File: src/rtl/pow_pkg.sv
// rtl/pow_pkg.sv - shared state encoding and exponent-width helper for pow_n
package pow_pkg;

  typedef enum logic [1:0] {
    ST_IDLE = 2'd0,
    ST_MUL  = 2'd1,
    ST_DONE = 2'd2
  } state_e;

  // Bits needed to hold 0..max_exp.
  function automatic int exp_width(input int max_exp);
    int w;
    w = 1;
    while ((2 ** w) < (max_exp + 1)) w = w + 1;
    return w;
  endfunction

endpackage

File: src/rtl/mul_seq.sv
// rtl/mul_seq.sv - sequential shift-add multiplier, one multiplier bit per cycle, LSB first
module mul_seq #(
  parameter int AW = 40,
  parameter int BW = 8
) (
  input  logic          clk_i,
  input  logic          rst_i,
  input  logic          start_i,
  input  logic [AW-1:0] mcand_i,
  input  logic [BW-1:0] mplier_i,
  output logic          done_o,
  output logic [AW-1:0] prod_o
);
  localparam int            CW   = (BW > 1) ? $clog2(BW) : 1;
  localparam logic [CW-1:0] LAST = CW'(BW - 1);

  logic          active_q, active_d;
  logic [AW-1:0] mcand_q, mcand_d;
  logic [BW-1:0] mplier_q, mplier_d;
  logic [AW-1:0] prod_q, prod_d;
  logic [CW-1:0] bit_q, bit_d;
  logic [AW-1:0] sum;

  // The product is kept at AW bits; the caller guarantees it never exceeds that.
  assign sum    = prod_q + (mplier_q[0] ? mcand_q : '0);
  assign done_o = active_q && (bit_q == LAST);
  assign prod_o = sum;

  always_comb begin
    active_d = active_q;
    mcand_d  = mcand_q;
    mplier_d = mplier_q;
    prod_d   = prod_q;
    bit_d    = bit_q;
    if (start_i) begin
      active_d = 1'b1;
      mcand_d  = mcand_i;
      mplier_d = mplier_i;
      prod_d   = '0;
      bit_d    = '0;
    end else if (active_q) begin
      prod_d   = sum;
      mcand_d  = mcand_q << 1;
      mplier_d = mplier_q >> 1;
      bit_d    = bit_q + CW'(1);
      if (bit_q == LAST) active_d = 1'b0;
    end
  end

  always_ff @(posedge clk_i or negedge rst_i) begin
    if (!rst_i) begin
      active_q <= 1'b0;
      mcand_q  <= '0;
      mplier_q <= '0;
      prod_q   <= '0;
      bit_q    <= '0;
    end else begin
      active_q <= active_d;
      mcand_q  <= mcand_d;
      mplier_q <= mplier_d;
      prod_q   <= prod_d;
      bit_q    <= bit_d;
    end
  end

endmodule

File: src/rtl/pow_n.sv
// rtl/pow_n.sv - sequential integer power a^e built on a repeated shift-add multiply
module pow_n
  import pow_pkg::*;
#(
  parameter int WIDTH   = 8,
  parameter int MAX_EXP = 5,
  parameter int EXP_W   = exp_width(MAX_EXP)
) (
  input  logic                       clk_i,
  input  logic                       rst_i,
  input  logic [WIDTH-1:0]           a_bi,
  input  logic [EXP_W-1:0]           exp_bi,
  input  logic                       start_i,
  output logic                       busy_o,
  output logic                       done_o,
  output logic                       err_o,
  output logic [WIDTH*MAX_EXP-1:0]   y_bo
);
  localparam int               YW    = WIDTH * MAX_EXP;
  localparam logic [EXP_W-1:0] MAX_E = EXP_W'(MAX_EXP);
  localparam logic [EXP_W-1:0] ONE_E = EXP_W'(1);

  state_e           state_q, state_d;
  logic [WIDTH-1:0] a_q, a_d;
  logic [YW-1:0]    acc_q, acc_d;
  logic [YW-1:0]    y_q, y_d;
  logic [EXP_W-1:0] cnt_q, cnt_d;
  logic             busy_q, busy_d, done_q, done_d, err_q, err_d;

  logic             mul_start;
  logic [YW-1:0]    mul_mcand;
  logic [WIDTH-1:0] mul_mplier;
  logic             mul_done;
  logic [YW-1:0]    mul_prod;

  mul_seq #(
    .AW(YW),
    .BW(WIDTH)
  ) u_mul (
    .clk_i    (clk_i),
    .rst_i    (rst_i),
    .start_i  (mul_start),
    .mcand_i  (mul_mcand),
    .mplier_i (mul_mplier),
    .done_o   (mul_done),
    .prod_o   (mul_prod)
  );

  always_comb begin
    state_d    = state_q;
    a_d        = a_q;
    acc_d      = acc_q;
    cnt_d      = cnt_q;
    y_d        = y_q;
    busy_d     = 1'b0;
    done_d     = 1'b0;
    err_d      = 1'b0;
    mul_start  = 1'b0;
    mul_mcand  = acc_q;
    mul_mplier = a_q;
    case (state_q)
      ST_IDLE, ST_DONE: begin
        state_d = ST_IDLE;
        if (start_i) begin
          if (exp_bi > MAX_E) begin
            err_d = 1'b1;
          end else begin
            a_d = a_bi;
            if (exp_bi == '0) begin
              state_d = ST_DONE;
              y_d     = YW'(1);
              done_d  = 1'b1;
            end else if (exp_bi == ONE_E) begin
              state_d = ST_DONE;
              y_d     = YW'(a_bi);
              done_d  = 1'b1;
            end else begin
              // First multiply starts on the accepting edge, straight from the inputs.
              state_d    = ST_MUL;
              acc_d      = YW'(a_bi);
              cnt_d      = exp_bi - ONE_E;
              busy_d     = 1'b1;
              mul_start  = 1'b1;
              mul_mcand  = YW'(a_bi);
              mul_mplier = a_bi;
            end
          end
        end
      end
      ST_MUL: begin
        busy_d = 1'b1;
        if (mul_done) begin
          acc_d = mul_prod;
          cnt_d = cnt_q - ONE_E;
          if (cnt_q == ONE_E) begin
            state_d = ST_DONE;
            y_d     = mul_prod;
            done_d  = 1'b1;
            busy_d  = 1'b0;
          end else begin
            // Chain the next multiply without an idle cycle.
            mul_start = 1'b1;
            mul_mcand = mul_prod;
          end
        end
      end
      default: state_d = ST_IDLE;
    endcase
  end

  always_ff @(posedge clk_i or negedge rst_i) begin
    if (!rst_i) begin
      state_q <= ST_IDLE;
      a_q     <= '0;
      acc_q   <= '0;
      cnt_q   <= '0;
      y_q     <= '0;
      busy_q  <= 1'b0;
      done_q  <= 1'b0;
      err_q   <= 1'b0;
    end else begin
      state_q <= state_d;
      a_q     <= a_d;
      acc_q   <= acc_d;
      cnt_q   <= cnt_d;
      y_q     <= y_d;
      busy_q  <= busy_d;
      done_q  <= done_d;
      err_q   <= err_d;
    end
  end

  assign busy_o = busy_q;
  assign done_o = done_q;
  assign err_o  = err_q;
  assign y_bo   = y_q;

endmodule

File: config.mk
export PLATFORM = sky130hd
export DESIGN_NAME = pow_n
export DESIGN_NICKNAME = d
export VERILOG_FILES = /design/src/rtl/pow_pkg.sv /design/src/rtl/mul_seq.sv /design/src/rtl/pow_n.sv
export SDC_FILE = /design/constraint.sdc
export NUM_CORES = 1
export LEC_CHECK = 0
export ABC_AREA = 1
export CAP_MARGIN = 0
export CORE_MARGIN = 1
export CORE_UTILIZATION = 45
export DETAILED_ROUTE_END_ITERATION = 7
export GPL_TIMING_DRIVEN = 0
export PLACE_DENSITY = 0.61
export REMOVE_ABC_BUFFERS = 1
export SYNTH_ARGS = -nofsm -noshare
export SYNTH_HDL_FRONTEND = slang
export SYNTH_SLANG_ARGS = --single-unit
File: constraint.sdc
create_clock -name clk_i -period 3.67 [get_ports clk_i]
set_clock_uncertainty 0.15 [all_clocks]
set_input_delay 0.734 -clock clk_i [delete_from_list [all_inputs] [get_ports clk_i]]
set_output_delay 0.734 -clock clk_i [all_outputs]
set_load 0.02 [all_outputs]
==> impl_results.md <==
* Htree depth at 4
* Most frequent cells in the layout: 511 x nand2_1, 169 x inv_1, 159 x dfrtp_1
* Worst path bufs/invs at 1
* Slew @ Worst Pin at 1.053 ns
* Sw Share at 47.63%
* Worst hold slack at 0.09895 ns
* Crit path largest cell delay at 0.68 ns
* First-pass GRT wire length at 50,600 um
* Hold WC Path Type: in -> async
* # port buffers at 56
* N_diodes at 0
* Cell Count, Final, Fillers Out at 1,829
* Post-route minimum period at 3.474 ns
* Post-Synthesis Cell Area at 0.01038 mm^2
* Top cell family by delay on the critical path: simple AND/OR/NAND/NOR gates
* Total power at 11.33 mW
* Fin Setup TNS at 0 ns
* Share of layout cells above drive strength 1 at 4.275%
* Root Buffer: clkbuf_16
* Routed vias/inst at 5.264
* PwrDens at 960.9 mW/mm^2
* Worst-path clk slew at 0.07 ns
* Mapped Cells at 1,509
* Total number of vias at 9,627
* # IOs at 57
* Flop pwr share at 28.2%
* R2r startpoint: u_mul.bit_q[0]
* Dpl ws at -1.220 ns
* Share of the synthesized area in the top cell type at 38.58%
* P_sw at 5.397 mW
* Ys async rst share at 100.0%
* Final hold vios at 0
* CP Launch Type: flop
* Yosys warns at 0
* Hpwl dp at 21,890 um
* Crit path DAT at 3.67 ns
* Final #Nets at 1,592
* CP Capture Type: flop
* Placed Cells at 1,792
* Status: complete, no violations
* Clock latency at the later pin of the worst-skew pair at 0.45 ns
* Max_slew headroom at 29.79%
* Layout area overhead at 13.62%
* CTS tree: built
* Die area at 0.02367 mm^2
* Combinational fraction of design power at 54.7%
* RSZ-0062 raised after global routing: false
* Post-synthesis register bit count at 160
* Antenna violations before repair at 1
* Peak supply drop at 0.0004253 V
* Hold-fix buffers, CTS at 0
* Leading area contributor after synthesis: dfrtp_1
* DP Area at 0.01109 mm^2
* Router iterations before antenna repair at 6
* Final WS setup at 0.1956 ns
* Final setup violating endpoints at 0
* WP data required at 3.87 ns
* TritonCTS Sinks at 160
* Post-synth EDFFs at 0
* WL/cell at 17.29 um
* DRT Wirelength at 31,620 um
* Critical path class: reg -> reg
* Core area at 0.02264 mm^2
* DR iter-0 viols at 762
* Pint at 5.935 mW
* Clk pwr share at 17.1%
* Commonest non-fill, non-tap cell in the layout: nand2_1
* Slowest cell on crit path: nor2_4
* Max Slew Vio Count at 0
* Clock buffer depth at 2
* CP startpoint: u_mul.bit_q[0]
* Synth unique cells at 42
* DRC errors left at 0
* CP Max Fanout at 54
* Number of global-route vias before repair at 9,199
* Pin count of the biggest net entering global routing at 87
* GR Overflow Total at 0
* Area contributors post-synth: dfrtp_1 39%, nand2_1 18%, inv_1 6.1%
* Max Clk Rate at 0.2878 GHz
* Final period utilization at 94.67%
* Util after Layout at 52.09%
* Routed Antenna Nets at 0
* CP cell instances: ha_1 > ha_1 > nand2_2 > nor2_4 > nand2_2 > nand2_8 > nor2_4 > inv_2 > nor2_1 > nor3_1
* Total CTS buffers at 17
* Synth Area per Inst at 6.878 um^2
* Placer Congestion at 0.9301
* Finished Cell Area at 0.01179 mm^2
* Max_cap viols at 0
* Die Y-Extent at 153.9 um
* Static Leak at 6.118 nW
* GRT Overall Usage at 27.42%
* Die Width at 153.9 um
* Core Rows at 55
* Register area share after synthesis at 38.58%
* Post-synth top flop: dfrtp_1
* Starting density of the core at 45.84%
[sequential cells by signal, indices dropped and copies added (netlist names)]
signal	cells
u_mul.mcand_q	40
u_mul.prod_q	40
y_bo	40
acc_q	12
a_q	8
u_mul.mplier_q	8
cnt_q	3
u_mul.bit_q	3
state_q	2
busy_o	1
done_o	1
err_o	1
u_mul.active_q	1
[area by class of cell]
class	instances	area [um^2]
inverters	177	669.4
multi-input cells	1113	5463
clock buffers	18	429.2
repair buffers	62	675.6
well taps	285	356.6
flip-flops and latches	160	4008
clock inverters	14	191.4
fillers	2274	10850
[layer usage]
metal	GRT usage (%)	routed length, um	share of wire, %	vias to the layer above
met2	43.07	14010	44	226
met4	6.571	437	1.4	0
met5	0	0	0	-
met3	3.439	1339	4.2	35
li1	-	-	-	4880
met1	40.01	15830	50	4486
[logic make-up after synthesis]
kind of cell,count (synthesis),share of synthesized area [%]
xor+xnor,18,1.519
compound gates,245,13.50
fa+ha+maj,47,5.738
flops,160,38.58
buf+inv,238,9.090
simple gates,801,31.57
[power by group through the flow]
stage                     registers, mW  logic, mW  clock network (mW)
after detailed placement           3.22       5.99                   0
after global placement             3.21       5.86                   0
after global routing               3.29       6.96                2.04
after floorplan                    3.37       3.85                   0
final                              3.19       6.20                1.94
after CTS                          3.21       6.07                1.97
[cell usage after synthesis (16+ instances only)]
library cell	number
clkbuf_1	18
nor2_1	149
inv_1	169
nand3_1	95
a31oi_1	20
o21ai_0	82
ha_1	46
o21ai_1	26
a22o_1	16
nand2_1	511
a21oi_1	64
dfrtp_1	160
buf_2	31
[repair_timing]
action,in CTS,in global routing
pin swaps,2,2
endpoints found under the setup margin,70,56
buffers inserted,2,1
resized for setup,3,1
cloned,1,1
[path summary, 6_finish.rpt]
| check | slack, ns | to | cells after the start |
|---|---|---|---|
| min in group clk_i | 0.33 | a_q[0] | 2 |
| min | 0.1 | y_bo[38] | 1 |
| min reg2reg | 0.33 | a_q[0] | 2 |
| max in group asynchronous | 2.40 | u_mul.mplier_q[0] | 2 |
| max | 0.20 | u_mul.mcand_q[2] | 10 |
| max reg2reg | 0.20 | u_mul.mcand_q[2] | 10 |
Note: power is estimated with default switching activity, not from simulation.
